--- config.mk ---
export PLATFORM = sky130hd
export DESIGN_NAME = axi4_lite_slave_read_q
export DESIGN_NICKNAME = d
export VERILOG_FILES = /design/src/rtl/axi4_lite_pkg.sv /design/src/rtl/axi4_lite_sync_fifo.sv /design/src/rtl/axi4_lite_slave_read_q.sv
export SDC_FILE = /design/constraint.sdc
export NUM_CORES = 1
export LEC_CHECK = 0
export ABC_CLOCK_PERIOD_IN_PS = 3400
export BUFFER_PORTS_ARGS = -buffer_cell sky130_fd_sc_hd__buf_2
export CAP_MARGIN = 20
export CORE_ASPECT_RATIO = 1.75
export CORE_MARGIN = 5
export CORE_UTILIZATION = 55
export DETAILED_ROUTE_END_ITERATION = 16
export GPL_ROUTABILITY_DRIVEN = 0
export PLACE_DENSITY = 0.84
export SETUP_SLACK_MARGIN = 0.15
export SYNTH_ARGS = -nofsm -noshare
export SYNTH_HDL_FRONTEND = slang
export SYNTH_SLANG_ARGS = --single-unit
--- constraint.sdc ---
create_clock -name clk -period 3.4 [get_ports clk]
set_clock_uncertainty 0.05 [all_clocks]
set_input_delay 0.17 -clock clk [delete_from_list [all_inputs] [get_ports clk]]
set_output_delay 0.17 -clock clk [all_outputs]
set_load 0.02 [all_outputs]
--- src/rtl/axi4_lite_pkg.sv ---
// Shared types for the AXI4-Lite slave family (read and write channels).
package axi4_lite_pkg;

  typedef enum logic [1:0] {
    OKAY   = 2'b00,
    EXOKAY = 2'b01,
    SLVERR = 2'b10,
    DECERR = 2'b11
  } t_resp;

  typedef enum logic [1:0] {
    IDLE,
    DECODE,
    MEM,
    RESP
  } t_rd_state;

  localparam int PROT_W = 3;

endpackage

--- src/rtl/axi4_lite_sync_fifo.sv ---
// Generic synchronous FIFO with show-ahead read data; full/empty/count derived from a registered count.
module axi4_lite_sync_fifo #(
  parameter int WIDTH = 8,
  parameter int DEPTH = 4
) (
  input  logic                       clk,
  input  logic                       arstn,
  input  logic                       wr_en,
  input  logic [WIDTH-1:0]           wr_data,
  input  logic                       rd_en,
  output logic [WIDTH-1:0]           rd_data,
  output logic                       full,
  output logic                       empty,
  output logic [$clog2(DEPTH):0]     count
);

  localparam int AW = $clog2(DEPTH);
  localparam int CW = AW + 1;

  logic [WIDTH-1:0] mem [DEPTH];
  logic [AW-1:0]    wr_ptr;
  logic [AW-1:0]    rd_ptr;
  logic [CW-1:0]    cnt;
  logic             do_wr;
  logic             do_rd;

  assign do_wr = wr_en & ~full;
  assign do_rd = rd_en & ~empty;

  // Power-of-two depth lets the pointers wrap on natural overflow.
  always_ff @(posedge clk or negedge arstn) begin
    if (!arstn) begin
      wr_ptr <= '0;
      rd_ptr <= '0;
      cnt    <= '0;
    end else begin
      if (do_wr) wr_ptr <= wr_ptr + AW'(1);
      if (do_rd) rd_ptr <= rd_ptr + AW'(1);
      case ({do_wr, do_rd})
        2'b10:   cnt <= cnt + CW'(1);
        2'b01:   cnt <= cnt - CW'(1);
        default: cnt <= cnt;
      endcase
    end
  end

  always_ff @(posedge clk) begin
    if (do_wr) mem[wr_ptr] <= wr_data;
  end

  assign rd_data = mem[rd_ptr];
  assign full    = (cnt == CW'(DEPTH));
  assign empty   = (cnt == '0);
  assign count   = cnt;

endmodule

--- src/rtl/axi4_lite_slave_read_q.sv ---
// AXI4-Lite read slave: queued AR addresses, window/alignment decode, one memory access at a time.
// state  | meaning
// IDLE   | waiting for a queued address; pops the FIFO head
// DECODE | range/alignment check of the popped address
// MEM    | memory request outstanding, waiting for i_mem_ack
// RESP   | R beat presented, waiting for R_READY
module axi4_lite_slave_read_q
  import axi4_lite_pkg::*;
#(
  parameter int          AXI_ADDR_WIDTH = 64,
  parameter int          AXI_DATA_WIDTH = 32,
  parameter int          AR_DEPTH       = 4,
  parameter logic [63:0] ADDR_BASE      = 64'h0,
  parameter logic [63:0] ADDR_SIZE      = 64'h1000
) (
  input  logic                          clk,
  input  logic                          arstn,
  input  logic                          AR_VALID,
  input  logic [AXI_ADDR_WIDTH-1:0]     AR_ADDR,
  input  logic [2:0]                    AR_PROT,
  output logic                          AR_READY,
  input  logic                          R_READY,
  output logic                          R_VALID,
  output logic [AXI_DATA_WIDTH-1:0]     R_DATA,
  output logic [1:0]                    R_RESP,
  output logic                          o_mem_req,
  output logic [AXI_ADDR_WIDTH-1:0]     o_mem_addr,
  output logic [2:0]                    o_mem_prot,
  input  logic                          i_mem_ack,
  input  logic [AXI_DATA_WIDTH-1:0]     i_mem_data,
  input  logic                          i_mem_err,
  output logic [$clog2(AR_DEPTH):0]     o_ar_count
);

  localparam int CW      = $clog2(AR_DEPTH) + 1;
  localparam int AW      = AXI_ADDR_WIDTH;
  localparam int ALIGN_W = $clog2(AXI_DATA_WIDTH / 8);
  localparam logic [AW-1:0] WIN_LO   = AW'(ADDR_BASE);
  localparam logic [AW:0]   WIN_SIZE = (AW + 1)'(ADDR_SIZE);

  // Entry width follows AXI_ADDR_WIDTH, so the layout is declared per instance.
  typedef struct packed {
    logic [AW-1:0]     addr;
    logic [PROT_W-1:0] prot;
  } t_ar_entry;

  t_rd_state                state_q, state_d;
  t_ar_entry                push_entry, head_entry;
  logic                     fifo_full, fifo_empty;
  logic [CW-1:0]            fifo_count, count_next;
  logic                     ar_ready_q, ar_push, fifo_pop;
  logic [AW-1:0]            addr_q;
  logic [PROT_W-1:0]        prot_q;
  logic [AW:0]              offset_ext;
  logic                     in_window, misaligned;
  logic                     err_load, mem_start, mem_done, beat_done;
  t_resp                    err_code;
  logic                     r_valid_q;
  logic [AXI_DATA_WIDTH-1:0] r_data_q;
  t_resp                    r_resp_q;
  logic                     mem_req_q;
  logic [AW-1:0]            mem_addr_q;
  logic [PROT_W-1:0]        mem_prot_q;

  assign push_entry = '{addr: AR_ADDR, prot: AR_PROT};
  assign ar_push    = AR_VALID & ar_ready_q & ~fifo_full;

  axi4_lite_sync_fifo #(
    .WIDTH ($bits(t_ar_entry)),
    .DEPTH (AR_DEPTH)
  ) u_ar_fifo (
    .clk     (clk),
    .arstn   (arstn),
    .wr_en   (ar_push),
    .wr_data (push_entry),
    .rd_en   (fifo_pop),
    .rd_data (head_entry),
    .full    (fifo_full),
    .empty   (fifo_empty),
    .count   (fifo_count)
  );

  // AR_READY reflects the occupancy after this edge, so a full FIFO never accepts.
  assign count_next = fifo_count + CW'(ar_push) - CW'(fifo_pop);

  always_ff @(posedge clk or negedge arstn) begin
    if (!arstn) ar_ready_q <= 1'b0;
    else        ar_ready_q <= (count_next != CW'(AR_DEPTH));
  end

  // Borrow bit of the subtraction flags addresses below the window.
  assign offset_ext = {1'b0, addr_q} - {1'b0, WIN_LO};
  assign in_window  = ~offset_ext[AW] && (offset_ext < WIN_SIZE);
  assign misaligned = |addr_q[ALIGN_W-1:0];

  always_ff @(posedge clk or negedge arstn) begin
    if (!arstn) state_q <= IDLE;
    else        state_q <= state_d;
  end

  always_comb begin
    state_d   = state_q;
    fifo_pop  = 1'b0;
    err_load  = 1'b0;
    err_code  = OKAY;
    mem_start = 1'b0;
    mem_done  = 1'b0;
    beat_done = 1'b0;
    case (state_q)
      IDLE: begin
        if (!fifo_empty) begin
          fifo_pop = 1'b1;
          state_d  = DECODE;
        end
      end
      DECODE: begin
        if (!in_window) begin
          err_load = 1'b1;
          err_code = DECERR;
          state_d  = RESP;
        end else if (misaligned) begin
          err_load = 1'b1;
          err_code = SLVERR;
          state_d  = RESP;
        end else begin
          mem_start = 1'b1;
          state_d   = MEM;
        end
      end
      MEM: begin
        if (i_mem_ack) begin
          mem_done = 1'b1;
          state_d  = RESP;
        end
      end
      RESP: begin
        if (R_READY) begin
          beat_done = 1'b1;
          state_d   = IDLE;
        end
      end
      default: state_d = IDLE;
    endcase
  end

  always_ff @(posedge clk or negedge arstn) begin
    if (!arstn) begin
      addr_q     <= '0;
      prot_q     <= '0;
      r_valid_q  <= 1'b0;
      r_data_q   <= '0;
      r_resp_q   <= OKAY;
      mem_req_q  <= 1'b0;
      mem_addr_q <= '0;
      mem_prot_q <= '0;
    end else begin
      if (fifo_pop) begin
        addr_q <= head_entry.addr;
        prot_q <= head_entry.prot;
      end
      if (err_load) begin
        r_valid_q <= 1'b1;
        r_data_q  <= '0;
        r_resp_q  <= err_code;
      end
      if (mem_start) begin
        mem_req_q  <= 1'b1;
        mem_addr_q <= offset_ext[AW-1:0];
        mem_prot_q <= prot_q;
      end
      if (mem_done) begin
        mem_req_q <= 1'b0;
        r_valid_q <= 1'b1;
        r_data_q  <= i_mem_data;
        r_resp_q  <= i_mem_err ? SLVERR : OKAY;
      end
      if (beat_done) r_valid_q <= 1'b0;
    end
  end

  assign AR_READY   = ar_ready_q;
  assign R_VALID    = r_valid_q;
  assign R_DATA     = r_data_q;
  assign R_RESP     = r_resp_q;
  assign o_mem_req  = mem_req_q;
  assign o_mem_addr = mem_addr_q;
  assign o_mem_prot = mem_prot_q;
  assign o_ar_count = fifo_count;

endmodule

# == Word-level counts from Yosys, hierarchy flattened ==
# Memories as Yosys holds them, arrays and structs flattened. A register that Yosys moved wholly into a read port is not among the register bits.
# Cells that the tools add are included.
# W data, S select, Z words.
# word_totals
register_bits,113
mem_bits_rw,268
input_bits,105
out_inout_bits,107
word_cells,78
memories,1
# op_classes
addsub,6
magnitude_cmp,1
eq_ne,10
n_mux,34
n_bitwise,6
n_reduce_logical,9
# mem_list
memory,words,word_bits,read_ports,rd_ports_with_merged_regs,wr,line,source
u_ar_fifo.mem,4,67,1,1,1,axi4_lite_sync_fifo.sv:20,logic [WIDTH-1:0] mem [DEPTH];
# op_table
cell,count
$lt A64 B13 Y1 const B,1
$mux W32,2
$mux W1,21
$mux W2,9
$pmux W2 S4,1
$eq A2 B2 Y1 const B,3
$ne A2 B2 Y1 const B,3
$pmux W3 S2,1
$reduce_bool A2 Y1,3
$add A2 B1 Y2 const B,2
$and A1 B1 Y1,4
$eq A2 B1 Y1 const B,2
$add A3 B1 Y3,1
$add A3 B1 Y3 const B,1
$eq A3 B3 Y1 const B,1
$logic_not A3 Y1,1
$ne A3 B3 Y1 const B,1
$reduce_and A3 Y1,1
$reduce_bool A3 Y1,1
$sub A3 B1 Y3,1
$sub A3 B1 Y3 const B,1
$logic_not A2 Y1,1
$not A1 Y1,2
$reduce_or A2 Y1,1
$logic_not A1 Y1,1

# == Depth between registers and ports, before layout ==
# Gate-level depths: netlist (run 1).
# logic_depth
word_depth,7
depth_mapped,13
ltp_nobuf,11

# == Hierarchy ==
# A second synthesis (run 1) with hierarchy kept.
# hier_totals
cells_unflattened,849
hier_area_um2,16722.3
# by_module_without_submodules
mod,n_inst,cells_each,area_each_um2,seq_area_each_um2
axi4_lite_sync_fifo,1,389,10102.2,8222.9
axi4_lite_slave_read_q,1,460,6620.1,4329.2

# == Least setup slack after synthesis (run 1) ==
# OpenSTA, ideal clock, no wires.
# synth_path
path_kind,register to register
startpoint,"register u_ar_fifo.cnt[1], in the netlist u_ar_fifo.count[1]"
endpoint,"memory u_ar_fifo.mem[0][0] (netlist bit), enable pin"
setup_time_ns,0.432
arrival_ns,2.761
required_time_ns,2.918
path_slack_ns,0.157
path_stages_with_launch,4
path_buffers,0
period_less_slack_ns,3.243
path_cell_list,dfrtp_1 -> inv_1 -> a31oi_1 -> and2_1
# synth_between
elab_chain_cells,6
# synth_rtl
element,line,source
from (decl),axi4_lite_sync_fifo.sv:23,logic [CW-1:0] cnt;
from (signal assigned),axi4_lite_sync_fifo.sv:40,2'b10: cnt <= cnt + CW'(1);
from (signal assigned),axi4_lite_sync_fifo.sv:41,2'b01: cnt <= cnt - CW'(1);
from (signal assigned),axi4_lite_sync_fifo.sv:42,default: cnt <= cnt;
$eq A3 B3 Y1 *,axi4_lite_sync_fifo.sv:52,assign full = (cnt == CW'(DEPTH));
$not A1 Y1 *,"axi4_lite_sync_fifo.sv:27, axi4_lite_slave_read_q.sv:66",
$and A1 B1 Y1,axi4_lite_slave_read_q.sv:66,assign ar_push = AR_VALID & ar_ready_q & ~fifo_full;
$and A1 B1 Y1 *,axi4_lite_sync_fifo.sv:27,assign do_wr = wr_en & ~full;
$mux W1 *,axi4_lite_sync_fifo.sv:48,if (do_wr) mem[wr_ptr] <= wr_data;
$mux W1 (implied by the code) *,axi4_lite_sync_fifo.sv:48,
to (decl),axi4_lite_sync_fifo.sv:20,
# Mark *: on every way between the ends. The rest lies on a longest branch, timed or not.

# == Worst setup path after layout (run 1) ==
# layout_path
startpoint,register addr_q[47] (read register of u_ar_fifo.mem)
endpoint,"register r_data_q[12], in the netlist R_DATA[12]"
# layout_between
elab_chain_cells,4
# layout_rtl
element,line,source
from (decl),axi4_lite_slave_read_q.sv:52,logic [AW-1:0] addr_q;
$lt A64 B13 Y1,axi4_lite_slave_read_q.sv:93,assign in_window = ~offset_ext[AW] && (offset_ext < WIN_SIZE);
$mux W1,axi4_lite_slave_read_q.sv:117,if (!in_window) begin
$mux W1,axi4_lite_slave_read_q.sv:109,case (state_q)
$reduce_bool A2 Y1 (no line),-,
to (signal assigned),axi4_lite_slave_read_q.sv:174,r_data_q <= i_mem_data;
to (decl),axi4_lite_slave_read_q.sv:59,logic [AXI_DATA_WIDTH-1:0] r_data_q;
# Every way passes these cells.
# A chain may end at the register's enable or synchronous reset.

==> flow_metrics.py, run 1 <==
metrics = {
    "status": {
        "status": "complete, no violations",
    },
    "power_and_ir_drop": {
        "intPower_w": 0.0120,
        "finalPower_w": 0.0167,
        "p_sw_frac": 0.282,
        "clkPwrFrac": 0.269,
        "power.density_nw_per_um2": 810,
        "power_frac_seq": 0.473,
        "p_comb_frac": 0.258,
        "switchingPower_w": 0.00471,
        "p_leak_nw": 8.55,
        "ir_drop_mv": 0.623,
    },
    "routing": {
        "drc": 0,
        "num_vias": 8664,
        "drt-pass1-iter-count": 4,
        "wl_um": 32800,
        "ant_nets": 0,
        "via_per_inst": 5.44,
        "routedWlPerCell_um": 20.6,
        "drt-initial-drc-count": 522,
    },
    "job": {
        "cap_violations": 0,
    },
    "worst_setup_path": {
        "worstPathCellList": "nor4_1 > nand4_1 > or4_1 > buf_4 > a21oi_1",
        "cpPeakStageDelay_ns": 0.72,
        "crit_fanout": 32,
        "endpoint_kind": "flip-flop",
        "timing.critical_path.required_ns": 3.79,
        "arrival_ns": 2.99,
        "timing.critical_path.from_type": "flip-flop",
        "critPathKind": "reg -> reg",
        "r2r_cells": 5,
        "slowest_stage": "or4_1",
    },
    "die": {
        "dieWidth_um": 141,
        "rows": 84,
        "die_h_um": 240,
        "ios": 212,
        "start_util": 0.555,
        "core-area_um2": 30000,
        "dieArea_um2": 33900,
    },
    "clock_network": {
        "cts_tree": "yes",
        "cts_buffers": 39,
        "clkTransAtPathRegs_ns": 0.06,
        "htreeDepth": 2,
        "clock_sinks": 448,
        "clock_path_buffers": 3,
        "clockRootBuffer": "clkbuf_16",
        "insertion_delay_ns": 0.54,
        "post-cts-setup-buffer-count": 0,
    },
    "placement": {
        "io_buffers": 211,
        "dp_hpwl_um": 20000,
        "dp_cells": 1419,
    },
    "global_routing": {
        "grt_max_degree": 117,
        "groute.usage.overall": 0.196,
        "grt_pass1_vias": 9367,
        "antenna_found_initial": 0,
        "grt_pass1_wl_um": 51600,
        "gr-total-overflow": 0,
    },
    "layout": {
        "final_core_util": 0.688,
        "nFillCells": 1859,
        "n_antenna_cell": 0,
        "multi_input_area_um2": 3860,
        "final_layout_size_suffix_gt1_frac": 0.370,
        "final_cells": 1594,
        "area_growth_pct": 23.9,
        "nNetsFinal": 1296,
        "seqCellArea_um2": 12600,
    },
    "yosys": {
        "synth_area_um2": 16600,
        "syn_nets": 964,
        "synthCells": 845,
        "synth-seq-cells": 448,
        "synth.distinct_cells": 35,
        "netlist.top_cell.by_area": "edfxtp_1",
        "async_reset_ff_frac": 0.402,
        "synth_ff_type": "edfxtp_1",
        "seq_area_frac_synth": 0.755,
        "synth_edf_count": 268,
        "yosysTopAreaCellShare": 0.484,
        "synth_area_leaders": "edfxtp_1 48%, dfrtp_1 27%, mux4_2 9.1%",
        "avgSynthCellArea_um2": 19.7,
        "yosysWarnings": 0,
    },
    "timing": {
        "finalHoldViolCount": 0,
        "finalCritPeriodShare": 0.763,
        "finalSetupTns_ns": 0,
        "finalCriticalPeriod_ns": 2.59,
        "max_slew_margin": 0.319,
        "tightestPinTransition_ns": 1.02,
        "fmax_mhz": 385,
        "slew_viol_final": 0,
        "rsz0062_at_grt": "no",
        "setup_viol": 0,
    },
    "hold_path": {
        "min_path_type": "in -> reg",
        "worstHoldPathCells": 4,
    },
}
## power groups by stage
stage | clock, W | sequential, W | combinational (W)
finish | 0.00449 | 0.00789 | 0.00430
detailed placement | 0 | 0.00801 | 0.00424
CTS | 0.00457 | 0.00791 | 0.00436
global route | 0.00482 | 0.00805 | 0.00467
global placement | 0 | 0.00792 | 0.00411
floorplan | 0 | 0.00787 | 0.00301
## through the flow
stage                     area (um2)  worst slack, ns  hold WS [ns]
after global routing           20600            0.667         0.142
after floorplan                16600            0.157        -0.176
final                          20600            0.805         0.110
after global placement         18200            0.863         0.322
after CTS                      20600            0.809        0.0803
after detailed placement       18200            0.811         0.337
## layout by cell type, fill, tap and decap left out, types with 4 or more instances in the layout
cell / count
mux4_2: 67
and2_4: 4
a21oi_1: 35
o21ai_0: 4
dfrtp_1: 178
mux2_2: 80
buf_12: 7
nor2b_1: 54
xnor2_1: 5
dlygate4sd3_1: 104
clkbuf_16: 42
inv_1: 12
clkbuf_1: 9
ha_1: 12
mux2i_1: 33
edfxtp_1: 268
nor4_1: 13
buf_2: 210
clkinv_2: 4
nand2_1: 7
clkbuf_8: 7
buf_4: 11
## flip-flops by register name, indices dropped and copies added (netlist names)
| name | cells |
|---|---|
| o_mem_prot | 3 |
| R_RESP | 2 |
| R_VALID | 1 |
| prot_q | 3 |
| o_mem_addr | 64 |
| u_ar_fifo.count | 3 |
| state_q | 2 |
| u_ar_fifo.rd_ptr | 2 |
| AR_READY | 1 |
| addr_q | 64 |
| o_mem_req | 1 |
| R_DATA | 32 |
| u_ar_fifo.wr_ptr | 2 |
| u_ar_fifo.mem | 268 |
## cell families after synthesis
| kind of cell | synth area share |
|---|---|
| simple gates | 0.0345 |
| fa+ha+maj | 0.0114 |
| buf+inv | 0.0145 |
| mux | 0.165 |
| xor+xnor | 0.00422 |
| flops | 0.755 |
| compound gates | 0.0154 |
## Yosys cell counts (2+ instances only)
library cell    n
mux4_2         67
nor2b_1        55
nor4_1         13
nand4_1         3
mux2i_1        33
edfxtp_1      268
inv_1          12
buf_6           3
clkbuf_1       20
mux2_2         80
a21oi_1        35
xor2_1          3
nor3_1          2
nor2_1          2
o21ai_0         4
ha_1           12
xnor2_1         5
and2_1          6
buf_1           6
buf_2          13
nand3_1         2
fa_1            2
nand2_1         8
dfrtp_1       180
## layer usage
metal  track usage  up-vias  part of all wire
met5             0        -                 0
met4        0.0541        0             0.020
met3        0.0304       45             0.054
met2         0.362      251              0.55
met1         0.241     4470              0.38
li1              -     3898                 -
## timing repair
action                                  CTS  global route
hold endpoints to repair                418             0
hold buffers                            104             0
endpoints found under the setup margin    0             0
resized for setup                         0             0
## critical path, delay by kind of cell (launching register included)
kind                   cells  cell delay, ns
buffers and inverters      1            0.29
AOI/OAI and AO/OA          1            0.21
DFF                        1            0.38
and+or+nand+nor            3            1.57
## cell type report
cell class / count / share of cell area
sequential: 448 / 0.610
multi-input combinational: 343 / 0.187
timing repair buffer: 333 / 0.113
clock buffer: 57 / 0.0567
tap: 387 / 0.0235
clock inverter: 14 / 0.00759
inverter: 12 / 0.00219
## path summary, 6_finish.rpt
path	slack (ns)	end	start
min in group asynchronous	0.26	o_mem_addr[26]	arstn
worst min register to register	0.44	o_mem_addr[59]	o_mem_addr[59]
worst max-delay path	0.81	R_DATA[12]	addr_q[47]
max in group asynchronous	2.07	addr_q[6]	arstn
worst min-delay path	0.11	u_ar_fifo.wr_ptr[0]	AR_VALID
worst max register to register	0.81	R_DATA[12]	addr_q[47]
(Power assumes the default switching activity.)
==> inputs of run 2 (changes only) <==
--- a/config.mk
+++ b/config.mk
@@ -5,12 +5,12 @@
 export SDC_FILE = /design/constraint.sdc
 export NUM_CORES = 1
 export LEC_CHECK = 0
-export ABC_CLOCK_PERIOD_IN_PS = 3400
+export ABC_CLOCK_PERIOD_IN_PS = 2300
 export BUFFER_PORTS_ARGS = -buffer_cell sky130_fd_sc_hd__buf_2
 export CAP_MARGIN = 20
 export CORE_ASPECT_RATIO = 1.75
 export CORE_MARGIN = 5
-export CORE_UTILIZATION = 55
+export CORE_UTILIZATION = 52
 export DETAILED_ROUTE_END_ITERATION = 16
 export GPL_ROUTABILITY_DRIVEN = 0
 export PLACE_DENSITY = 0.84
==> constraint.sdc (replaced) <==
create_clock -name clk -period 2.3 [get_ports clk]
set_clock_uncertainty 0.05 [all_clocks]
set_input_delay 0.115 -clock clk [delete_from_list [all_inputs] [get_ports clk]]
set_output_delay 0.115 -clock clk [all_outputs]
set_load 0.02 [all_outputs]
==> flow_metrics.py, run 2 (synthesis gave the netlist of run 1 again) <==
metrics = {
    "status": {
        "status": "finished, violations left",
        "violations": "setup timing",
    },
    "die": {
        "dieArea_um2": 35800,
        "core-area_um2": 31500,
        "ios": 212,
        "start_util": 0.527,
        "dieWidth_um": 145,
        "die_h_um": 247,
        "rows": 86,
    },
    "routing": {
        "drc": 0,
        "wl_um": 35200,
        "via_per_inst": 5.43,
        "drt-initial-drc-count": 457,
        "num_vias": 8889,
        "routedWlPerCell_um": 21.5,
        "drt-pass1-iter-count": 5,
        "ant_nets": 0,
    },
    "clock_network": {
        "cts_tree": "yes",
        "clock_sinks": 448,
        "clock_path_buffers": 3,
        "htreeDepth": 2,
        "clockRootBuffer": "clkbuf_16",
        "clkTransAtPathRegs_ns": 0.07,
        "insertion_delay_ns": 0.54,
        "cts_buffers": 39,
    },
    "global_routing": {
        "groute.usage.overall": 0.198,
        "grt_pass1_vias": 9894,
        "grt_pass1_wl_um": 55900,
        "antenna_found_initial": 3,
        "grt_max_degree": 78,
        "gr-total-overflow": 0,
    },
    "worst_setup_path": {
        "slowest_stage": "or4_4",
        "arrival_ns": 2.73,
        "crit_buf_inv": 3,
        "crit_path_start": "addr_q[54]",
        "r2r-start": "addr_q[54]",
        "cpPeakStageDelay_ns": 0.52,
        "critPathKind": "reg -> reg",
        "cpMostUsedCell": "buf_4",
        "rrSetupSlack_ns": -0.04,
        "regToRegEndpoint": "R_DATA[11]",
        "r2r_cells": 7,
        "crit_fanout": 8,
        "timing.critical_path.from_type": "flip-flop",
        "worstPathCellList": "nor4_4 > buf_4 > nand4_1 > buf_4 > or4_4 > buf_6 > a21oi_1",
        "endpoint_kind": "flip-flop",
        "crit_family": "simple AND/OR/NAND/NOR gates",
        "timing.critical_path.required_ns": 2.69,
    },
    "timing": {
        "final.setup.worst_slack_ns": -0.0365,
        "rsz0062_at_grt": "yes",
        "finalCritPeriodShare": 1.02,
        "fmax_mhz": 428,
        "finalCriticalPeriod_ns": 2.34,
        "max_slew_margin": 0.646,
        "slew_viol_final": 0,
        "tightestPinTransition_ns": 0.531,
        "finalHoldViolCount": 0,
        "setup_viol": 24,
    },
    "layout": {
        "final_layout_size_suffix_gt1_frac": 0.424,
        "stdcell_area_um2": 21300,
        "nFillCells": 1977,
        "top_register": "u_ar_fifo.mem",
        "area_growth_pct": 27.9,
        "mostFrequentLayoutCells": "268 x edfxtp_1, 210 x buf_2, 175 x dfrtp_1",
        "largest_reg_flops": 268,
        "nNetsFinal": 1325,
        "layout_commonest_cell": "edfxtp_1",
    },
    "power_and_ir_drop": {
        "p_comb_frac": 0.294,
        "p_sw_frac": 0.297,
        "p_leak_nw": 8.73,
        "finalPower_w": 0.0254,
        "power_frac_seq": 0.457,
        "ir_drop_mv": 0.853,
        "clkPwrFrac": 0.250,
        "switchingPower_w": 0.00755,
        "power.density_nw_per_um2": 1200,
        "intPower_w": 0.0179,
    },
    "placement": {
        "placed_cell_area_um2": 18600,
        "dp_hpwl_um": 21400,
        "io_buffers": 211,
    },
    "job": {
        "cap_violations": 0,
    },
    "hold_path": {
        "min_path_type": "in -> async",
    },
}
==> run 2: worst max-delay path by stage <==
stage / to / slack (ns) / cells after the start
6_report: R_DATA[11] / -0.04 / 7
5_1_grt: R_DATA[11] / -0.12 / 7
4_1_cts: o_mem_addr[6] / -0.008 / 7
3_5_place_dp: R_DATA[25] / -0.13 / 6
3_3_place_gp: R_RESP[1] / -0.05 / 5
2_1_floorplan: AR_READY / -0.05 / 12
==> run 2: final cells by class <==
type                            instances  area, um2  share of cell area
Antenna cell                            5       12.5            0.000589
Clock buffer                           50       1060              0.0498
Clock inverter                         22        190             0.00895
Inverter                               12       47.5             0.00224
Multi-Input combinational cell        343       4130               0.194
Sequential cell                       448      12600               0.591
Tap cell                              396        495              0.0233
Timing Repair Buffer                  362       2760               0.130
==> run 2: routing by layer <==
layer,global-route usage,wire (um),share of wire,up-vias
met3,0.0363,1750,0.050,74
met5,0,0,0,-
met4,0.0788,1250,0.035,0
met1,0.227,12700,0.36,4556
met2,0.364,19500,0.55,280
li1,-,-,-,3979
==> run 2: repair_timing <==
item                                    CTS  global route
gates resized for setup                  17            37
pin swaps                                 5             8
setup buffers                             4             5
hold buffers                            104             0
endpoints found under the hold margin   483             0
cloned                                    0             2
endpoints found under the setup margin  103           106
==> run 2: through the flow <==
step                hold slack (ns)  cells  setup slack, ns  utilization  TNS [ns]
finish                       0.0330   1638          -0.0365        0.674    -0.424
detailed placement           0.0396   1446           -0.127        0.590     -6.52
global placement             0.0413   1446          -0.0493        0.590     -2.39
CTS                          0.0381   1626         -0.00760        0.666   -0.0280
floorplan                    -0.231    845          -0.0451            -   -0.0451
global route                 0.0567   1637           -0.124        0.674     -4.69
==> run 2: worst register-to-register path, stage by stage (launching register included) <==
cell,delay [ns]
dfrtp_1,0.42
nor4_4,0.34
buf_4,0.18
nand4_1,0.18
buf_4,0.20
or4_4,0.52
buf_6,0.19
a21oi_1,0.17
==> run 2: power groups by stage <==
| stage | Combinational [W] | Clock [W] | Sequential [W] |
|---|---|---|---|
| 2_1_floorplan | 0.00459 | 0 | 0.0116 |
| 3_3_place_gp | 0.00672 | 0 | 0.0115 |
| 3_5_place_dp | 0.00692 | 0 | 0.0116 |
| 4_1_cts | 0.00726 | 0.00647 | 0.0116 |
| 5_1_grt | 0.00805 | 0.00686 | 0.0118 |
| 6_report | 0.00746 | 0.00635 | 0.0116 |
